<file path="src/rtl/heavy_part_table_dump_pkg.sv">
// Shared definitions for the heavy-part table dump: entry layout, defaults and
// FSM state encodings.
package heavy_part_table_dump_pkg;

  localparam int ADDR_W_DEF    = 12;
  localparam int DATA_W_DEF    = 96;
  localparam int RD_LAT_DEF    = 2;
  localparam int HOLD_WAIT_DEF = 8;

  localparam int IP_MSB  = 95;
  localparam int IP_LSB  = 64;
  localparam int VAL_MSB = 63;
  localparam int VAL_LSB = 32;
  localparam int CNT_MSB = 31;
  localparam int CNT_LSB = 0;

  typedef enum logic [2:0] {
    ST_IDLE  = 3'd0,
    ST_DRAIN = 3'd1,
    ST_SCAN  = 3'd2,
    ST_FLUSH = 3'd3,
    ST_DONE  = 3'd4
  } dump_state_e;

  // An entry is "empty" only when every field is zero.
  function automatic logic entry_nonzero(input logic [DATA_W_DEF-1:0] e);
    return (|e[IP_MSB:IP_LSB]) | (|e[VAL_MSB:VAL_LSB]) | (|e[CNT_MSB:CNT_LSB]);
  endfunction

endpackage

</file>
<file path="src/rtl/heavy_part_table_dump_if.sv">
// Bus between the table-dump engine and its RAM / downstream FIFO / control.
// slave = the dump engine, master = the surrounding logic.
interface heavy_part_table_dump_if #(
  parameter int ADDR_W = 12,
  parameter int DATA_W = 96
);
  logic                     dump_start;
  logic                     table_hold;
  logic                     ram_rden;
  logic [ADDR_W-1:0]        ram_rdaddr;
  logic [DATA_W-1:0]        ram_rdvalue;
  logic                     ram_wren;
  logic [ADDR_W-1:0]        ram_wraddr;
  logic [DATA_W-1:0]        ram_wrvalue;
  logic                     entry_out_wr;
  logic [ADDR_W+DATA_W-1:0] entry_out;
  logic                     entry_out_alf;
  logic                     dump_busy;
  logic                     dump_done;
  logic [ADDR_W:0]          entry_count;

  modport slave (
    input  dump_start, ram_rdvalue, entry_out_alf,
    output table_hold, ram_rden, ram_rdaddr, ram_wren, ram_wraddr, ram_wrvalue,
           entry_out_wr, entry_out, dump_busy, dump_done, entry_count
  );

  modport master (
    output dump_start, ram_rdvalue, entry_out_alf,
    input  table_hold, ram_rden, ram_rdaddr, ram_wren, ram_wraddr, ram_wrvalue,
           entry_out_wr, entry_out, dump_busy, dump_done, entry_count
  );
endinterface

</file>
<file path="src/rtl/heavy_part_table_dump_rd_pipe.sv">
// dump_rd_pipe: DEPTH-deep valid/address delay line that tracks RAM reads in
// flight, with a flag that is high only when nothing is pending or entering.
module heavy_part_table_dump_rd_pipe #(
  parameter int ADDR_W = 12,
  parameter int DEPTH  = 2
) (
  input  logic              i_clk,
  input  logic              i_rst_n,
  input  logic              i_vld,
  input  logic [ADDR_W-1:0] i_addr,
  output logic              o_vld,
  output logic [ADDR_W-1:0] o_addr,
  output logic              o_empty
);

  logic [DEPTH-1:0]  r_vld;
  logic [ADDR_W-1:0] r_addr [DEPTH];

  always_ff @(posedge i_clk or negedge i_rst_n) begin
    if (!i_rst_n) begin
      r_vld <= '0;
      for (int i = 0; i < DEPTH; i++) r_addr[i] <= '0;
    end else begin
      r_vld[0]  <= i_vld;
      r_addr[0] <= i_addr;
      for (int i = 1; i < DEPTH; i++) begin
        r_vld[i]  <= r_vld[i-1];
        r_addr[i] <= r_addr[i-1];
      end
    end
  end

  assign o_vld   = r_vld[DEPTH-1];
  assign o_addr  = r_addr[DEPTH-1];
  // The input counts as in flight so a caller sees "empty" only once its
  // last issued read has fully drained.
  assign o_empty = ~i_vld & ~(|r_vld);

endmodule

</file>
<file path="src/rtl/heavy_part_table_dump.sv">
// Heavy-part table dump: scans every bucket of one heavy-part RAM at epoch end,
// emits non-empty entries tagged with their index and optionally clears them.
//
// state | meaning
// IDLE  | waiting for dump_start
// DRAIN | hold raised, letting in-flight compare-stage writes land
// SCAN  | issuing one read per cycle while the downstream FIFO has room
// FLUSH | all addresses issued, waiting for read returns to drain
// DONE  | one-cycle dump_done pulse, hold released on exit
module heavy_part_table_dump
  import heavy_part_table_dump_pkg::*;
#(
  parameter int ADDR_W        = ADDR_W_DEF,
  parameter int DATA_W        = DATA_W_DEF,
  parameter int RD_LAT        = RD_LAT_DEF,
  parameter int HOLD_WAIT     = HOLD_WAIT_DEF,
  parameter int CLEAR_ON_READ = 1
) (
  input logic                    i_clk,
  input logic                    i_reset,
  heavy_part_table_dump_if.slave io_bus
);

  localparam int                DRAIN_W    = (HOLD_WAIT > 0) ? $clog2(HOLD_WAIT + 1) : 1;
  localparam logic [DRAIN_W-1:0] DRAIN_LOAD = DRAIN_W'(HOLD_WAIT);
  localparam logic [ADDR_W-1:0]  ADDR_LAST  = '1;

  dump_state_e              r_state;
  logic [DRAIN_W-1:0]       r_drain;
  logic [ADDR_W-1:0]        r_addr;
  logic                     r_rden;
  logic [ADDR_W-1:0]        r_rdaddr;
  logic                     r_wren;
  logic [ADDR_W-1:0]        r_wraddr;
  logic                     r_out_wr;
  logic [ADDR_W+DATA_W-1:0] r_out;
  logic [ADDR_W:0]          r_count;
  logic                     r_hold;
  logic                     r_done;

  logic                     w_ret_vld;
  logic [ADDR_W-1:0]        w_ret_addr;
  logic                     w_pipe_empty;
  logic                     w_ret_nz;

  heavy_part_table_dump_rd_pipe #(
    .ADDR_W (ADDR_W),
    .DEPTH  (RD_LAT)
  ) u_rd_pipe (
    .i_clk   (i_clk),
    .i_rst_n (i_reset),
    .i_vld   (r_rden),
    .i_addr  (r_rdaddr),
    .o_vld   (w_ret_vld),
    .o_addr  (w_ret_addr),
    .o_empty (w_pipe_empty)
  );

  assign w_ret_nz = entry_nonzero(io_bus.ram_rdvalue);

  always_ff @(posedge i_clk or negedge i_reset) begin
    if (!i_reset) begin
      r_state  <= ST_IDLE;
      r_drain  <= '0;
      r_addr   <= '0;
      r_rden   <= 1'b0;
      r_rdaddr <= '0;
      r_wren   <= 1'b0;
      r_wraddr <= '0;
      r_out_wr <= 1'b0;
      r_out    <= '0;
      r_count  <= '0;
      r_hold   <= 1'b0;
      r_done   <= 1'b0;
    end else begin
      r_rden   <= 1'b0;
      r_wren   <= 1'b0;
      r_out_wr <= 1'b0;
      r_done   <= 1'b0;

      // Returns are emitted unconditionally; the FIFO's alf margin covers
      // everything still in the read pipeline when alf rises.
      if (w_ret_vld) begin
        if (w_ret_nz) begin
          r_out_wr <= 1'b1;
          r_out    <= {w_ret_addr, io_bus.ram_rdvalue};
          r_count  <= r_count + 1'b1;
        end
        if (CLEAR_ON_READ != 0) begin
          r_wren   <= 1'b1;
          r_wraddr <= w_ret_addr;
        end
      end

      case (r_state)
        ST_IDLE: begin
          if (io_bus.dump_start) begin
            r_state <= ST_DRAIN;
            r_hold  <= 1'b1;
            r_drain <= DRAIN_LOAD;
            r_count <= '0;
          end
        end
        ST_DRAIN: begin
          if (r_drain == '0) begin
            r_state <= ST_SCAN;
            r_addr  <= '0;
          end else begin
            r_drain <= r_drain - 1'b1;
          end
        end
        ST_SCAN: begin
          if (!io_bus.entry_out_alf) begin
            r_rden   <= 1'b1;
            r_rdaddr <= r_addr;
            r_addr   <= r_addr + 1'b1;
            if (r_addr == ADDR_LAST) r_state <= ST_FLUSH;
          end
        end
        ST_FLUSH: begin
          if (w_pipe_empty) begin
            r_state <= ST_DONE;
            r_done  <= 1'b1;
          end
        end
        ST_DONE: begin
          r_state <= ST_IDLE;
          r_hold  <= 1'b0;
        end
        default: r_state <= ST_IDLE;
      endcase
    end
  end

  assign io_bus.table_hold   = r_hold;
  assign io_bus.dump_busy    = r_hold;
  assign io_bus.ram_rden     = r_rden;
  assign io_bus.ram_rdaddr   = r_rdaddr;
  assign io_bus.ram_wren     = r_wren;
  assign io_bus.ram_wraddr   = r_wraddr;
  assign io_bus.ram_wrvalue  = '0;
  assign io_bus.entry_out_wr = r_out_wr;
  assign io_bus.entry_out    = r_out;
  assign io_bus.dump_done    = r_done;
  assign io_bus.entry_count  = r_count;

endmodule

</file>
<file path="src/flat_wrapper.sv">
// flat-port wrapper written by rule: the top's interface ports become plain ports
module heavy_part_table_dump_flat import heavy_part_table_dump_pkg::*;
#(
  parameter int ADDR_W        = ADDR_W_DEF,
  parameter int DATA_W        = DATA_W_DEF,
  parameter int RD_LAT        = RD_LAT_DEF,
  parameter int HOLD_WAIT     = HOLD_WAIT_DEF,
  parameter int CLEAR_ON_READ = 1
)
  (i_clk, i_reset, io_bus_dump_start, io_bus_ram_rdvalue, io_bus_entry_out_alf, io_bus_table_hold, io_bus_ram_rden, io_bus_ram_rdaddr, io_bus_ram_wren, io_bus_ram_wraddr, io_bus_ram_wrvalue, io_bus_entry_out_wr, io_bus_entry_out, io_bus_dump_busy, io_bus_dump_done, io_bus_entry_count);
  heavy_part_table_dump_if #(.ADDR_W(ADDR_W), .DATA_W(DATA_W)) io_bus_i ();
  input logic i_clk;
  input logic i_reset;
  input wire logic [$bits(io_bus_i.dump_start)-1:0] io_bus_dump_start;
  input wire logic [$bits(io_bus_i.ram_rdvalue)-1:0] io_bus_ram_rdvalue;
  input wire logic [$bits(io_bus_i.entry_out_alf)-1:0] io_bus_entry_out_alf;
  output wire logic [$bits(io_bus_i.table_hold)-1:0] io_bus_table_hold;
  output wire logic [$bits(io_bus_i.ram_rden)-1:0] io_bus_ram_rden;
  output wire logic [$bits(io_bus_i.ram_rdaddr)-1:0] io_bus_ram_rdaddr;
  output wire logic [$bits(io_bus_i.ram_wren)-1:0] io_bus_ram_wren;
  output wire logic [$bits(io_bus_i.ram_wraddr)-1:0] io_bus_ram_wraddr;
  output wire logic [$bits(io_bus_i.ram_wrvalue)-1:0] io_bus_ram_wrvalue;
  output wire logic [$bits(io_bus_i.entry_out_wr)-1:0] io_bus_entry_out_wr;
  output wire logic [$bits(io_bus_i.entry_out)-1:0] io_bus_entry_out;
  output wire logic [$bits(io_bus_i.dump_busy)-1:0] io_bus_dump_busy;
  output wire logic [$bits(io_bus_i.dump_done)-1:0] io_bus_dump_done;
  output wire logic [$bits(io_bus_i.entry_count)-1:0] io_bus_entry_count;
  assign io_bus_i.dump_start = io_bus_dump_start;
  assign io_bus_i.ram_rdvalue = io_bus_ram_rdvalue;
  assign io_bus_i.entry_out_alf = io_bus_entry_out_alf;
  assign io_bus_table_hold = io_bus_i.table_hold;
  assign io_bus_ram_rden = io_bus_i.ram_rden;
  assign io_bus_ram_rdaddr = io_bus_i.ram_rdaddr;
  assign io_bus_ram_wren = io_bus_i.ram_wren;
  assign io_bus_ram_wraddr = io_bus_i.ram_wraddr;
  assign io_bus_ram_wrvalue = io_bus_i.ram_wrvalue;
  assign io_bus_entry_out_wr = io_bus_i.entry_out_wr;
  assign io_bus_entry_out = io_bus_i.entry_out;
  assign io_bus_dump_busy = io_bus_i.dump_busy;
  assign io_bus_dump_done = io_bus_i.dump_done;
  assign io_bus_entry_count = io_bus_i.entry_count;
  heavy_part_table_dump #(.ADDR_W(ADDR_W), .DATA_W(DATA_W), .RD_LAT(RD_LAT), .HOLD_WAIT(HOLD_WAIT), .CLEAR_ON_READ(CLEAR_ON_READ)) u_core (.i_clk(i_clk), .i_reset(i_reset), .io_bus(io_bus_i));
endmodule
</file>
<file path="config.mk">
export PLATFORM = sky130hd
export DESIGN_NAME = heavy_part_table_dump_flat
export DESIGN_NICKNAME = d
export VERILOG_FILES = /design/src/rtl/heavy_part_table_dump_pkg.sv /design/src/rtl/heavy_part_table_dump_if.sv /design/src/rtl/heavy_part_table_dump_rd_pipe.sv /design/src/rtl/heavy_part_table_dump.sv /design/src/flat_wrapper.sv
export SDC_FILE = /design/constraint.sdc
export NUM_CORES = 1
export LEC_CHECK = 0
export BUFFER_PORTS_ARGS = -buffer_cell sky130_fd_sc_hd__buf_2
export CAP_MARGIN = 30
export CORE_MARGIN = 4
export CORE_UTILIZATION = 49
export DETAILED_ROUTE_END_ITERATION = 8
export GPL_ROUTABILITY_DRIVEN = 0
export HOLD_SLACK_MARGIN = 0.08
export PLACE_DENSITY = 0.81
export SLEW_MARGIN = 20
export SYNTH_ARGS = -nofsm -noshare
export SYNTH_HDL_FRONTEND = slang
export SYNTH_SLANG_ARGS = --single-unit
</file>
<file path="constraint.sdc">
create_clock -name i_clk -period 2.72 [get_ports i_clk]
set_clock_uncertainty 0.05 [all_clocks]
set_input_delay 0.272 -clock i_clk [delete_from_list [all_inputs] [get_ports i_clk]]
set_output_delay 0.272 -clock i_clk [all_outputs]
set_load 0.01 [all_outputs]
</file>
==> results.sh <==
export IMPL_outcome="finished clean"
export IMPL_cp_end_kind="register"
export IMPL_power_share_clock_pct=23.1
export IMPL_die_area_um2=20000
export IMPL_maxSlewViolCount=0
export IMPL_fmax_mhz=370
export IMPL_drive_above_1_share_pct=40.5
export IMPL_synthCells=651
export IMPL_io_pins=347
export IMPL_via_per_inst=4.93
export IMPL_track_usage_pct=23.5
export IMPL_cts_buffer_depth=2
export IMPL_antenna_found_initial=0
export IMPL_max_slew_worst_pin_slew_ns=0.656
export IMPL_netSwitchingPower_mw=3.38
export IMPL_hp_class="input pin to register"
export IMPL_grt_max_degree=77
export IMPL_seq_area_frac_synth_pct=56.0
export IMPL_cts_sinks=195
export IMPL_mappedNetlistArea_um2=8710
export IMPL_yosysUniqueCellTypes=40
export IMPL_portBuffers=250
export IMPL_slew_headroom_pct=56.3
export IMPL_grt_pass1_vias=6415
export IMPL_worstPathMaxFanout=42
export IMPL_dp_slack_ns=0.0838
export IMPL_p_sw_share_pct=33.2
export IMPL_critPathKind="input pin to register"
export IMPL_total_power_mw=10.2
export IMPL_comb_power_share_pct=33.2
export IMPL_clockRootBuffer="clkbuf_16"
export IMPL_ant_nets=0
export IMPL_drt_iter0_drc=256
export IMPL_h_tree_depth=4
export IMPL_wl_um=23800
export IMPL_overflow=0
export IMPL_grt_pass1_wl_um=36400
export IMPL_ys_flop_type="dfrtp_1"
export IMPL_rsz0062_at_grt="yes"
export IMPL_ys_warnings_count=0
export IMPL_pwr_share_seq_pct=43.7
export IMPL_postSynthAreaPerCell_um2=13.4
export IMPL_die_width_um=141
export IMPL_cap_violations=0
export IMPL_nNetsFinal=1110
export IMPL_min_period_ns=2.70
export IMPL_vias=6132
export IMPL_hpwl_um=15900
export IMPL_chipHeight_um=141
export IMPL_wire_per_inst_um=19.1
export IMPL_leakagePower_nw=6.28
export IMPL_core_area_um2=17400
export IMPL_dr_pass1_iters=4
export IMPL_fp_row_count=48
export IMPL_pwr_density_cell_nw_per_um2=900
export IMPL_clock_latency_ns=0.42
export IMPL_numCtsBuffers=17
export IMPL_p_int_mw=6.80
export IMPL_cts_tree="done"
export IMPL_hold_viol_final=0
export IMPL_vdd_ir_drop_max_mv=0.612
export IMPL_synth_edf_count=0
export IMPL_clk_pin_slew_worst_paths_ns=0.07
export IMPL_synthArstFlopShare_pct=100
export IMPL_area_delta_synth_final_pct=29.9
export IMPL_cp_required_ns=2.97
export IMPL_start_util_pct=50.2
export IMPL_post_route_period_util_pct=99.4
export IMPL_fin_ws_ns=0.0164
export IMPL_synth_seq_cells=195
export IMPL_setup_viol=0
export IMPL_critPathLaunchType="input pin"
export IMPL_drc=0
export IMPL_crit_arrival_ns=2.95
-- cells in the mapped netlist (7+ instances only) --
| cell type | number | area (um^2) |
|---|---|---|
| inv_1 | 8 | 30.0 |
| clkbuf_1 | 8 | 30.0 |
| nand2_1 | 58 | 218 |
| buf_12 | 9 | 180 |
| xor2_1 | 10 | 87.6 |
| mux2_4 | 80 | 1200 |
| mux2_2 | 33 | 372 |
| mux2_1 | 7 | 78.8 |
| dfrtp_1 | 195 | 4880 |
| nor4_1 | 25 | 156 |
| buf_4 | 99 | 743 |
| xnor2_1 | 9 | 78.8 |
| nor2_1 | 27 | 101 |
| a21oi_1 | 12 | 60.1 |
| nand3_1 | 14 | 70.1 |
| nand4_1 | 11 | 68.8 |
-- area by class of cell --
cell class                      instances  area [um^2]
Timing Repair Buffer                  359         2370
Tap cell                              225          282
Multi-Input combinational cell        424         3200
Inverter                                9         33.8
Antenna cell                            1         2.50
Fill cell                            1263         6040
Clock inverter                         13          115
Clock buffer                           19          433
Sequential cell                       195         4880
-- through the flow --
step	setup TNS (ns)	hold slack [ns]	util (%)	std cells	instance area (um^2)
finish	0	0.111	65.2	1245	11300
global route	-0.365	0.0938	65.2	1244	11300
floorplan	0	-0.0736	-	746	9070
CTS	0	0.0806	65.0	1243	11300
global placement	0	0.274	56.5	1118	9800
detailed placement	0	0.275	56.5	1118	9800
-- critical path, cell delays in order --
cell and delay, ns:
dlygate4sd3_1 0.54, buf_2 0.13, nor4_1 0.51, nand4_1 0.23, nor4_4 0.30, a21bo_4 0.25, buf_16 0.28, mux2_2 0.41
-- cells by family (layout without fill, tap and decap cells) --
family | Yosys count | in the layout | synth area share [%]
AO/OA/AOI/OAI | 27 | 27 | 1.98
XOR/XNOR | 19 | 19 | 1.91
adder cells (fa/ha/maj) | 4 | 4 | 0.575
buffers and inverters | 127 | 400 | 11.5
flip-flops | 195 | 195 | 56.0
multiplexers | 121 | 121 | 19.1
other | 1 | 97 | 0.0431
AND/OR/NAND/NOR | 157 | 157 | 8.84
-- placed cells by master, fill, tap and decap left out, types with 3 or more instances in the layout --
| cell type | instances |
|---|---|
| a211oi_1 | 3 |
| dfrtp_1 | 195 |
| buf_4 | 11 |
| o21ai_0 | 5 |
| dlygate4sd3_1 | 94 |
| nor2_1 | 27 |
| inv_6 | 3 |
| buf_12 | 3 |
| and3_1 | 6 |
| inv_8 | 4 |
| a21oi_1 | 12 |
| or3_1 | 4 |
| ha_1 | 4 |
| mux2_2 | 33 |
| clkbuf_16 | 17 |
| nor4_2 | 3 |
| buf_2 | 249 |
| nand3_1 | 14 |
| inv_1 | 8 |
| nand4_1 | 11 |
| xnor2_1 | 9 |
| nor4_1 | 22 |
| nor3_1 | 4 |
| nand2_1 | 58 |
| clkinv_4 | 3 |
| conb_1 | 96 |
| mux2_1 | 7 |
| mux2_4 | 80 |
| xor2_1 | 10 |
-- state kept, by name, indices dropped and copies added, names as in the netlist --
register,count
u_core.io_bus.dump_busy,1
u_core.io_bus.dump_done,1
u_core.io_bus.entry_count,13
u_core.io_bus.entry_out,108
u_core.io_bus.entry_out_wr,1
u_core.io_bus.ram_rdaddr,12
u_core.io_bus.ram_rden,1
u_core.io_bus.ram_wraddr,12
u_core.io_bus.ram_wren,1
u_core.r_addr,12
u_core.r_drain,4
u_core.r_state,3
u_core.u_rd_pipe.o_addr,12
u_core.u_rd_pipe.r_addr,12
u_core.u_rd_pipe.r_vld,2
-- power by group through the flow --
stage	clock [mW]	combinational, mW	sequential (mW)
detailed placement	0	3.21	4.43
finish	2.35	3.38	4.45
CTS	2.41	3.34	4.39
floorplan	0	1.71	4.69
global route	2.54	3.62	4.55
global placement	0	3.11	4.38
-- path summary, 6_finish.rpt --
kind | startpoint | end | slack [ns] | cells after the start
setup / recovery | io_bus_ram_rdvalue[76] | u_core.io_bus.entry_out[65] | 0.02 | 8
hold / removal | io_bus_ram_rdvalue[21] | u_core.io_bus.entry_out[21] | 0.11 | 2
setup reg to reg | u_core.r_state[1] | u_core.r_addr[11] | 0.60 | 6
hold reg to reg | u_core.u_rd_pipe.r_addr[17] | u_core.u_rd_pipe.o_addr[5] | 0.30 | 0
max in group asynchronous | i_reset | u_core.io_bus.entry_count[11] | 1.34 | 3
min in group asynchronous | i_reset | u_core.io_bus.entry_out[38] | 0.39 | 2
-- layer usage --
metal,global-route usage [%],vias to the layer above,wire [um]
met2,42.1,298,12400
met5,0,-,0
met4,8.87,0,815
li1,-,2752,-
met3,6.20,55,1730
met1,27.0,3027,8860
-- what timing repair did --
| item | CTS | global route |
|---|---|---|
| endpoints found under the hold margin | 165 | 1 |
| buffers inserted | 0 | 0 |
| hold buffers | 93 | 1 |
| setup endpoints to repair | 0 | 94 |
| resized for setup | 0 | 4 |
Note: power is estimated with default switching activity, not from simulation.
